==> src/rtl/seg7_to_bcd_scan.sv <==
// Recovers BCD digits from a multiplexed 7-segment bus and assembles them into
// full frames of N_DIGITS digits, handed out on a valid/ready interface.
module seg7_to_bcd_scan #(
   parameter int N_DIGITS      = 4,
   parameter int STABLE_CYCLES = 3
) (
   input  logic                    clk,
   input  logic                    rst_n,
   input  logic [N_DIGITS-1:0]     dig_sel,
   input  logic [6:0]              seg_in,
   input  logic                    frame_ready,
   output logic                    frame_valid,
   output logic [4*N_DIGITS-1:0]   frame_bcd,
   output logic [N_DIGITS-1:0]     frame_dash,
   output logic                    err_sticky,
   input  logic                    err_clr
);

   localparam int CW = $clog2(STABLE_CYCLES + 1);
   localparam logic [CW-1:0] CNT_MAX = CW'(STABLE_CYCLES);

   logic [N_DIGITS-1:0]   s_sel, p_sel;
   logic [6:0]            s_seg, p_seg;
   logic [CW-1:0]         cnt, cnt_nxt;
   logic [N_DIGITS-1:0]   seen, seen_nxt;
   logic [4*N_DIGITS-1:0] shadow_bcd;
   logic [N_DIGITS-1:0]   shadow_dash;

   logic                  sel_onehot, sel_multi, same, capture;
   logic [3:0]            dec_nib;
   logic                  dec_dash, dec_bad;
   logic                  load, err_set;

   // Input sample plus one-cycle history used by the stability counter.
   always_ff @(posedge clk or negedge rst_n) begin
      if (!rst_n) begin
         s_sel <= '0;
         s_seg <= '0;
         p_sel <= '0;
         p_seg <= '0;
         cnt   <= '0;
      end else begin
         s_sel <= dig_sel;
         s_seg <= seg_in;
         p_sel <= s_sel;
         p_seg <= s_seg;
         cnt   <= cnt_nxt;
      end
   end

   always_comb begin
      sel_onehot = ($countones(s_sel) == 1);
      sel_multi  = ($countones(s_sel) > 1);
      same       = (s_sel == p_sel) && (s_seg == p_seg);
      cnt_nxt    = '0;
      if (sel_onehot) begin
         if (!same)
            cnt_nxt = CW'(1);
         else if (cnt == CNT_MAX)
            cnt_nxt = cnt;
         else
            cnt_nxt = cnt + CW'(1);
      end
      // Fire only on the edge the count arrives at the threshold; a change
      // restarts the window, which also covers a threshold of one.
      capture = sel_onehot && (cnt_nxt == CNT_MAX) && ((cnt != CNT_MAX) || !same);
   end

   // Glyph table shared with the BCD-to-7-segment encoder, {a,b,c,d,e,f,g}.
   always_comb begin
      dec_nib  = 4'hE;
      dec_dash = 1'b0;
      dec_bad  = 1'b0;
      case (s_seg)
         7'b1111110: dec_nib = 4'd0;
         7'b0110000: dec_nib = 4'd1;
         7'b1101101: dec_nib = 4'd2;
         7'b1111001: dec_nib = 4'd3;
         7'b0110011: dec_nib = 4'd4;
         7'b1011011: dec_nib = 4'd5;
         7'b1011111: dec_nib = 4'd6;
         7'b1110000: dec_nib = 4'd7;
         7'b1111111: dec_nib = 4'd8;
         7'b1111011: dec_nib = 4'd9;
         7'b0000001: begin
            dec_nib  = 4'hF;
            dec_dash = 1'b1;
         end
         default: begin
            dec_nib = 4'hE;
            dec_bad = 1'b1;
         end
      endcase
   end

   // Handshake: a frame moves on every cycle with frame_valid && frame_ready;
   // while valid is high and ready low the frame outputs do not change, and a
   // new frame may load on the same edge as a transfer.
   always_comb begin
      load     = (&seen) && (!frame_valid || frame_ready);
      seen_nxt = load ? '0 : seen;
      if (capture)
         seen_nxt = seen_nxt | s_sel;
      err_set  = sel_multi || (capture && dec_bad);
   end

   always_ff @(posedge clk or negedge rst_n) begin
      if (!rst_n) begin
         seen        <= '0;
         shadow_bcd  <= '0;
         shadow_dash <= '0;
      end else begin
         seen <= seen_nxt;
         for (int k = 0; k < N_DIGITS; k++) begin
            if (capture && s_sel[k]) begin
               shadow_bcd[4*k +: 4] <= dec_nib;
               shadow_dash[k]       <= dec_dash;
            end
         end
      end
   end

   // Load reads the shadow before any same-edge capture lands in it.
   always_ff @(posedge clk or negedge rst_n) begin
      if (!rst_n) begin
         frame_valid <= 1'b0;
         frame_bcd   <= '0;
         frame_dash  <= '0;
      end else if (load) begin
         frame_valid <= 1'b1;
         frame_bcd   <= shadow_bcd;
         frame_dash  <= shadow_dash;
      end else if (frame_valid && frame_ready) begin
         frame_valid <= 1'b0;
      end
   end

   always_ff @(posedge clk or negedge rst_n) begin
      if (!rst_n)
         err_sticky <= 1'b0;
      else if (err_set)
         err_sticky <= 1'b1;
      else if (err_clr)
         err_sticky <= 1'b0;
   end

endmodule

==> config.mk <==
export PLATFORM = sky130hd
export DESIGN_NAME = seg7_to_bcd_scan
export DESIGN_NICKNAME = d
export VERILOG_FILES = /design/src/rtl/seg7_to_bcd_scan.sv
export SDC_FILE = /design/constraint.sdc
export NUM_CORES = 1
export LEC_CHECK = 0
export CAP_MARGIN = 20
export CORE_MARGIN = 2
export CORE_UTILIZATION = 59
export DETAILED_ROUTE_END_ITERATION = 16
export GPL_TIMING_DRIVEN = 0
export PLACE_DENSITY = 0.82
export SYNTH_ARGS = -nofsm -noshare
export SYNTH_HDL_FRONTEND = slang
export SYNTH_SLANG_ARGS = --single-unit
==> constraint.sdc <==
create_clock -name clk -period 6.6 [get_ports clk]
set_input_delay 1.32 -clock clk [delete_from_list [all_inputs] [get_ports clk]]
set_output_delay 1.32 -clock clk [all_outputs]
set_load 0.05 [all_outputs]
Word-level counts from Yosys, hierarchy flattened
Index checks and enable logic that the tools add are counted. Widths: inputs -> output; s select.

Register bits after elaboration: 70. Bits of input ports: 15. Output and inout bits: 22. Logic and storage cells: 72.

$add $sub $neg: 4. Order comparisons: 1. Equal/unequal tests: 17. Multiplexer cells: 12. Bitwise gates (word level): 1. Reduce and logical (&&, ||, !) cells: 19.

Operators with widths (number): $eq 7x7->1 const B (8); $pmux 4 s11 (1); $eq 32x2->1 const B (1); $eq 7x6->1 const B (2); $reduce_or 11->1 (1); $logic_and 1x1->1 (10); $mux 4 (2); $eq 7x1->1 const B (1); $eq 7x7->1 (1); $mux 1 (6); $mux 2 (3); $add 1x1->2 (2); $eq 2x2->1 const B (2); $eq 4x4->1 (1); $or 4x4->4 (1); $reduce_and 4->1 (1); $reduce_bool 2->1 (2); $add 2x2->3 (1); $gt 3x1->1 const B (1); $logic_or 1x1->1 (3); $add 2x1->2 const B (1); $logic_not 1->1 (2); $ne 2x2->1 const B (1).

Longest topological paths before layout
Gate-level depths: netlist of the first run.

Depth after elaboration: 10. Depth in mapped cells: 10. Mapped depth without buffers: 10.

Least setup slack after synthesis of the first run
No wires, ideal clock.

Path type: flip-flop to flip-flop. Start point: register s_sel[0]. End point: register shadow_bcd[11]. Library setup time: 0.125 ns. Data arrival time: 2.740 ns. Required time: 6.475 ns. Setup slack: 3.734 ns. Stages on the path, launching flop included: 11. Path buffers: 0. Period minus slack after synthesis: 2.866 ns. Cell sequence: dfrtp_1 > inv_1 > fa_1 > inv_1 > ha_1 > inv_1 > ha_1 > nor3b_2 > nand3_1 > nor4_4 > mux2_4.

Cells in the longest elaborated chain, start to end: 8. Elaborated cells on any way between the ends: 13. Classes of those cells: 2 x add/sub; 3 x eq/ne; 2 x mux; 6 x reduce/logical.

Ends and longest elaborated chain: start: declaration (line 22) `logic [N_DIGITS-1:0] s_sel, p_sel;`; start signal: assignment (line 43) `s_sel <= dig_sel;`; $add 1x1->2 (not written as such) or $eq 4x4->1 (tied branches) (line 52, 54); $add 2x2->3 (not written as such) or $logic_and 1x1->1 (tied branches) (line 52, 54); $eq 32x2->1 or $mux 2 (tied branches) (line 52, 57); $mux 2 (line 56) `if (sel_onehot) begin`; $eq 2x2->1 (line 66) `capture = sel_onehot && (cnt_nxt == CNT_MAX) && ((cnt != CNT_MAX) || !same);`; $logic_and 1x1->1 (line 66); $logic_and 1x1->1 (*) (line 66); $logic_and 1x1->1 (*) (line 115) `if (capture && s_sel[k]) begin`; end signal: indexed assignment (line 116) `shadow_bcd[4*k +: 4] <= dec_nib;`; end: declaration (line 26) `logic [4*N_DIGITS-1:0] shadow_bcd;`.

Mark *: on every way between the ends. The rest lies on a longest branch, timed or not. A chain may end at the register's enable or synchronous reset.

Worst setup path in the final report of the first run
Start point: register s_sel[0]. End point: register shadow_bcd[8].

Same word-level chain as after synthesis.

==> out/results.env, run 1 <==
YS_DOMINANT_REG_CELL='dfrtp_1'
PLACED_CELLS=348
CTS_REPAIR_RESIZE_COUNT=0
TIMING.CLOCK.SKEW_PS=9.946
R2R_END='shadow_bcd[8]'
TIMING.MAX_CAP.VIOLATIONS=0
FINAL-HOLD-VIOLATION-COUNT=0
POST_LAYOUT_NONFILLER_INSTANCES=363
GLOBAL_ROUTE_WIRE_LENGTH_BEFORE_REPAIR_UM=8349
WORSTSKEWPAIRLATENCY_PS=350
ANTENNA_FOUND_INITIAL=0
POST_CTS.REPAIR.SETUP_BUFFERS=0
TIMING_MAX_TRANSITION_VIOLATIONS_FINAL=0
NUMBER_OF_GLOBAL_ROUTE_VIAS_BEFORE_REPAIR=1712
CORE_REGION_AREA_MM2=0.005042
CTS-HOLD-FIX-BUFFERS=0
CPMAXSTAGEDELAYCELL='nor4_4'
FLOW.AREA_GROWTH_FROM_SYNTHESIS_PCT=19.85
ASYNCSETRESETFLOPFRACSYNTH_PCT=100.0
FLOORPLAN.DIE.WIDTH_UM=75.68
DPL-INSTANCE-AREA_MM2=0.003477
PORTBUFFERS=36
MAX_RAIL_DROP_VDD_mV=0.1903
DESIGN.PORTCOUNT=37
TIMING.HOLD.WORST_ENDPOINT='p_seg[5]'
CLK_ROOT_BUFFER_CELL='clkbuf_8'
POST-DP-HPWL_UM=3453
POST-SYNTH-TOP-COUNT-CELL='dfrtp_1'
REMAINING_DRC_ERRORS=0
RESIDUAL_OVERFLOW_FROM_GLOBAL_ROUTING=0
PATH_CLASS='reg2reg'
CTS_NUM_SINKS=70
GROUTE.USAGE.OVERALL_PCT=20.90
POWER.INTERNAL_uW=601.3
SYNTH_TOP_AREA_CELLS='dfrtp_1 (58%), nand2_1 (6.2%), mux2_4 (5.9%)'
CTS.PATH.MAX_BUFFERS=2
FINALWORSTPATHREQUIREDPERIOD_PS=3222
SYNTH_TOP_AREA_CELL='dfrtp_1'
CTS_MADE_BUFFERS=9
NUM_VIAS=1878
HOLD-PATH-CELL-COUNT=0
GP_CONGESTION=0.9571
HOLD_PATH_CLASS='reg2reg'
SEQUENTIAL_TO_TOTAL_AREA_SHARE_FROM_YOSYS_STAT_PCT=57.78
PATH_MAX_FANOUT=8
FINALSETUPTNS_PS=0
POWER.DENSITY_CELL_AREA_mW_PER_MM2=220.9
ROUTED_VIA_DENSITY=5.174
TIMING.MAX_SLEW.REL_SLACK_PCT=43.92
LAYOUT-DRIVE-GT1-SHARE_PCT=15.70
DETAIL_ROUTE.FIRST_PASS.ITERATIONS=4
SYNTHESIS.AREA_MM2=0.003032
SHARE_SEQ_OF_TOTAL_POWER_PCT=55.6
WORST_EP_REQUIRED_TIME_PS=6830
N_ANTENNA_CELL=0
CRIT_TOP_CELL='inv_1'
RUN_STATUS='finished clean'
POSTROUTEWIRELENGTH_UM=5188
POWER.SWITCHING_FRACTION_PCT=25.07
CRITICAL_PATH.CELL_CHAIN='inv_1, fa_1, inv_1, ha_1, inv_1, ha_1, nor3b_2, nand3_1, nor4_4, mux2_4'
TRITONCTS='built'
DIE-AREA_MM2=0.005727
GRT_MAX_DEGREE=71
FF2FF_SETUP_SLACK_PS=3380
STARTPOINT_TYPE='register'
DR.FIRST_ITER.DRC_COUNT=133
SYN_AVG_CELL_AREA_UM2=12.53
TIMING.FINAL.SETUP_VIOLATIONS=0
NETLIST_INSTANCES=242
NUMBER_OF_ENABLE_TYPE_REGISTER_CELLS_IN_THE_SYNTHESIZED_NETLIST=0
SYNTH_TOP_CELL_AREA_SHARE_PCT=57.78
CLOCK_SHARE_OF_POWER_PCT=35.8
INITIAL_CORE_UTIL_PCT=60.12
CLK_PIN_SLEW_PS=70
TIMING_WORST_SLEW_PIN_VALUE_PS=841.1
ROW_COUNT=26
CTS-HTREE-LEVELS=3
SYNTH.DISTINCT_CELLS=42
MOST_FREQUENT_CELLS_AFTER_SYNTHESIS='dfrtp_1 (70), nand2_1 (50), inv_1 (19)'
R2R_START='s_sel[0]'
CHIPHEIGHT_UM=75.68
WORSTREGTOREGCELLS=10
RSZ0062_AT_GRT='false'
POWER.LEAKAGE_nW=1.730
WL_PER_CELL_UM=14.29
MIN_PERIOD_OVER_PERIOD_PCT=48.81
ENDPOINT_KIND='register'
FMAXACHIEVABLE_MHz=310.4
NUM-NETS-FINAL=308
SLOWEST_STAGE_DELAY_CP_PS=580
HP-START='s_seg[5]'
YS_FF_LATCH=70
FIN_AREA_MM2=0.003633
CRITPATHARRIVALTIME_PS=3460
ROUTE.ANTENNA.REMAINING_NETS=0
POWER.NET_SWITCHING_uW=201.2
SYNTH_FP_NETS=261
PART_OF_THE_TOTAL_POWER_DISSIPATED_IN_COMBINATIONAL_LOGIC_PCT=8.6
SYNTH-WARNING-COUNT=0
-- power by group through the flow --
stage | sequential (mW) | clock, mW | combinational (mW)
final | 0.446 | 0.287 | 0.0694
after global routing | 0.447 | 0.311 | 0.0758
after detailed placement | 0.454 | 0 | 0.0703
after floorplan | 0.457 | 0 | 0.0406
after global placement | 0.454 | 0 | 0.0682
after CTS | 0.446 | 0.292 | 0.0707
-- layout by cell type, fill, tap and decap left out, types with 3 or more instances in the layout --
master / instances
mux2i_1: 8
ha_1: 3
xnor2_2: 4
nand3_1: 7
nand2_1: 50
xnor2_1: 6
nor4_4: 4
o21ai_0: 11
a21o_1: 4
clkbuf_8: 9
clkdlybuf4s50_1: 35
nor2_1: 3
clkbuf_1: 6
mux2_4: 12
inv_1: 19
dfrtp_1: 70
buf_6: 4
-- flip-flops by register name, summed over array words and instances, names as in the netlist --
| register | cells |
|---|---|
| shadow_bcd | 16 |
| frame_valid | 1 |
| p_sel | 4 |
| frame_dash | 4 |
| shadow_dash | 4 |
| seen | 4 |
| frame_bcd | 16 |
| s_sel | 4 |
| err_sticky | 1 |
| s_seg | 7 |
| cnt | 2 |
| p_seg | 7 |
-- critical path: cells and delay by family, from the launching register on --
kind	cells	cell delay, ps
muxes	1	350
and+or+nand+nor	3	1210
DFF	1	430
buffers and inverters	3	190
adders and majority gates	3	930
-- final cells by class --
cell class | count | area, µm²
clock inverter | 4 | 25.02
multi-input combinational | 144 | 1144
fill | 344 | 1409
clock buffer | 11 | 131.4
timing repair buffer | 36 | 357.8
inverter | 19 | 71.32
tap | 70 | 87.58
sequential | 70 | 1752
buffer | 9 | 65.06
-- routing by layer --
metal  vias up  track usage, %  routed length [µm]
met1       921           28.79                2343
met2        46           30.63                2517
li1        903               -                   -
met3         8           6.217                 218
met4         0           10.14                 109
met5         -               0                   0
-- worst max path at each step --
stage	slack [ps]	cells after the start	end	from
finish	3380	10	shadow_bcd[8]	s_sel[0]
global route	3170	10	shadow_bcd[11]	s_sel[0]
CTS	3360	10	shadow_bcd[8]	s_sel[0]
detailed placement	3340	10	shadow_bcd[8]	s_sel[0]
global placement	2030	1	frame_bcd[12]	rst_n
floorplan	3730	10	shadow_bcd[11]	s_sel[0]
-- through the flow --
| stage | util, % | power, mW | setup WS (ps) | hold WS [ps] |
|---|---|---|---|---|
| 6_report | 72.06 | 0.8025 | 3378 | 366.7 |
| 2_1_floorplan | - | 0.4976 | 3734 | 348.7 |
| 5_1_grt | 72.06 | 0.8335 | 3170 | 373.5 |
| 3_3_place_gp | 69.01 | 0.5219 | 2035 | 354.1 |
| 3_5_place_dp | 68.96 | 0.5247 | 3338 | 353.8 |
| 4_1_cts | 72.06 | 0.8090 | 3359 | 368.3 |
-- cells by family (layout without fill, tap and decap cells) --
logic type | count (synthesis) | in the layout | synth area share, %
AO/OA/AOI/OAI | 28 | 28 | 6.645
XOR/XNOR | 11 | 11 | 4.787
buffers and inverters | 28 | 79 | 4.498
AND/OR/NAND/NOR | 81 | 81 | 15.81
adder cells (fa/ha/maj) | 4 | 4 | 1.899
flip-flops | 70 | 70 | 57.78
multiplexers | 20 | 20 | 8.584
No activity file was read; power rests on OpenSTA's default activity.
==> run 2, diff against run 1 <==
--- a/config.mk
+++ b/config.mk
@@ -7,10 +7,10 @@
 export LEC_CHECK = 0
 export CAP_MARGIN = 20
 export CORE_MARGIN = 2
-export CORE_UTILIZATION = 59
+export CORE_UTILIZATION = 50
 export DETAILED_ROUTE_END_ITERATION = 16
 export GPL_TIMING_DRIVEN = 0
-export PLACE_DENSITY = 0.82
+export PLACE_DENSITY = 0.74
 export SYNTH_ARGS = -nofsm -noshare
 export SYNTH_HDL_FRONTEND = slang
 export SYNTH_SLANG_ARGS = --single-unit
==> constraint.sdc (replaced) <==
create_clock -name clk -period 2.8 [get_ports clk]
set_input_delay 0.56 -clock clk [delete_from_list [all_inputs] [get_ports clk]]
set_output_delay 0.56 -clock clk [all_outputs]
set_load 0.05 [all_outputs]
==> out/results.env, run 2 (synthesis results as in run 1) <==
TRITONCTS='built'
FLOW.AREA_GROWTH_FROM_SYNTHESIS_PCT=31.94
ROUTED_VIA_DENSITY=5.023
MIN_PERIOD_OVER_PERIOD_PCT=97.96
GLOBAL_ROUTE_WIRE_LENGTH_BEFORE_REPAIR_UM=9432
INITIAL_CORE_UTIL_PCT=51.51
FINAL-HOLD-VIOLATION-COUNT=0
CLK_PIN_SLEW_PS=80
ENDPOINT_KIND='register'
MAXUSEDROUTINGLAYER='met4'
REMAINING_DRC_ERRORS=0
DESIGN.PORTCOUNT=37
DPL-INSTANCE-AREA_MM2=0.003483
FINALSETUPTNS_PS=0
POST_LAYOUT_NONFILLER_INSTANCES=391
ROUTE.ANTENNA.REMAINING_NETS=0
CTS.PATH.MAX_BUFFERS=2
FLOORPLAN.DIE.WIDTH_UM=81.87
PORTBUFFERS=36
MET2WIRELENGTH_UM=2852
CTS_MADE_BUFFERS=9
GRT_MAX_DEGREE=71
MET3_WIRELENGTH_FROM_DETAILED_ROUTING_UM=196
DIE-AREA_MM2=0.006702
CRITPATHARRIVALTIME_PS=2970
GP_CONGESTION=0.7808
DR.FIRST_ITER.DRC_COUNT=62
NUM-NETS-FINAL=330
FINAL_COMMON_CELL='dfrtp_1'
CTS-HOLD-FIX-BUFFERS=0
PATH_MAX_FANOUT=6
MAX_RAIL_DROP_VDD_mV=0.4329
CORE_REGION_AREA_MM2=0.005886
WORSTREGTOREGCELLS=15
TIMING.MAX_CAP.VIOLATIONS=0
POSTROUTEWIRELENGTH_UM=5775
POWER.LEAKAGE_nW=1.909
LAYOUT_COMMON_CELLS='dfrtp_1 (70), nand2_1 (49), clkdlybuf4s50_1 (35), inv_1 (16), buf_4 (13)'
WORSTSKEWPAIRLATENCY_PS=350
CTS_NUM_SINKS=70
R2R_END='err_sticky'
FMAXACHIEVABLE_MHz=364.6
TIMING.FINAL.SETUP_VIOLATIONS=0
STARTPOINT_TYPE='register'
PLACEMENT.SETUP.WORST_SLACK_PS=-334.6
WORST_EP_REQUIRED_TIME_PS=3030
R2R_START='s_sel[3]'
FIN_AREA_MM2=0.004000
FF2FF_SETUP_SLACK_PS=60
TIMING.MAX_SLEW.REL_SLACK_PCT=42.80
LAYOUT-DRIVE-GT1-SHARE_PCT=25.63
ANTENNA_FOUND_INITIAL=0
RESIDUAL_OVERFLOW_FROM_GLOBAL_ROUTING=0
POST-ROUTE-WORST-SETUP-SLACK_PS=57.14
CRITPATHLAUNCH='s_sel[3]'
HOLD_PATH_CLASS='in2async'
NUMBER_OF_GLOBAL_ROUTE_VIAS_BEFORE_REPAIR=1943
CHIPHEIGHT_UM=81.87
NUM_VIAS=1964
TIMING_MAX_TRANSITION_VIOLATIONS_FINAL=0
CRIT_END='err_sticky'
ROW_COUNT=28
WIRELENGTH_MET1_UM=2651
TOP_REGS='frame_bcd x16, shadow_bcd x16'
WL_PER_CELL_UM=14.77
RUN_STATUS='finished clean'
PLACED_CELLS=353
CLK_ROOT_BUFFER_CELL='clkbuf_8'
DETAIL_ROUTE.FIRST_PASS.ITERATIONS=4
FINALWORSTPATHREQUIREDPERIOD_PS=2743
N_ANTENNA_CELL=0
POWER.DENSITY_CELL_AREA_mW_PER_MM2=548.2
TIMING.CLOCK.SKEW_PS=11.31
GROUTE.USAGE.OVERALL_PCT=19.33
POST-DP-HPWL_UM=3562
PATH_CLASS='reg2reg'
CTS-HTREE-LEVELS=3
TIMING_WORST_SLEW_PIN_VALUE_PS=858.0
## run 2: metal layers
metal  GRT usage [%]  vias to the layer above
li1                -                      945
met1           26.33                      977
met2           29.35                       37
met3           5.604                        5
met4           7.500                        0
met5               0                        -
## run 2: layout make-up
cell class | instances | area, µm²
Inverter | 19 | 71.32
Clock inverter | 5 | 82.58
Tap cell | 75 | 93.84
Sequential cell | 70 | 1752
Clock buffer | 11 | 141.4
Buffer | 9 | 65.06
Timing Repair Buffer | 58 | 586.8
Multi-Input combinational cell | 144 | 1207
Fill cell | 428 | 1886
## run 2: per-stage QoR
| stage | util (%) | hold slack [ps] | power [mW] |
|---|---|---|---|
| floorplan | - | 264.4 | 1.173 |
| global placement | 59.23 | 355.2 | 1.232 |
| detailed placement | 59.18 | 355.6 | 1.237 |
| CTS | 66.73 | 343.5 | 2.182 |
| global route | 67.96 | 390.1 | 2.278 |
| finish | 67.96 | 319.0 | 2.193 |
## run 2: critical path, cell delays in order, from the launching register on
cell and delay [ps]:
dfrtp_1 380, inv_2 50, fa_1 520, inv_1 40, ha_2 170, inv_2 70, ha_4 200, nor3b_4 190
buf_6 160, buf_6 90, buf_4 90, buf_4 100, buf_4 110, buf_6 90, nand2_4 40, o41ai_4 330
## run 2: power breakdown
group	switching [mW]	internal [mW]	total, mW	leakage [nW]
Clock	0.373	0.527	0.901	0.113
Combinational	0.120	0.121	0.241	0.915
Sequential	0.0182	1.03	1.05	0.881
Total	0.512	1.68	2.19	1.91
## run 2: timing repair
action	4_1_cts	5_1_grt
setup endpoints to repair	24	22
hold endpoints to repair	0	0
pin swaps	5	7
setup buffers	21	2
gates resized for setup	8	13
## run 2: how the worst min path moves through the flow
| stage | from | depth (start not counted) | to | slack, ps |
|---|---|---|---|---|
| final | rst_n | 1 | shadow_bcd[5] | 320 |
| after global placement | s_seg[5] | 0 | p_seg[5] | 360 |
| after CTS | rst_n | 1 | shadow_bcd[6] | 340 |
| after global routing | s_seg[5] | 0 | p_seg[5] | 390 |
| after detailed placement | s_seg[5] | 0 | p_seg[5] | 360 |
| after floorplan | rst_n | 0 | cnt[0] | 260 |
==> run 3, diff against run 2 <==
==> constraint.sdc (replaced) <==
create_clock -name clk -period 2.8 [get_ports clk]
set_input_delay 0.56 -clock clk [delete_from_list [all_inputs] [get_ports clk]]
set_output_delay 0.56 -clock clk [all_outputs]
set_load 0.1 [all_outputs]
==> results of run 3 <==
The final DEF is identical to that of run 2. Status: finished clean.
Main changes from that run: total power 2.193 mW -> 2.205 mW
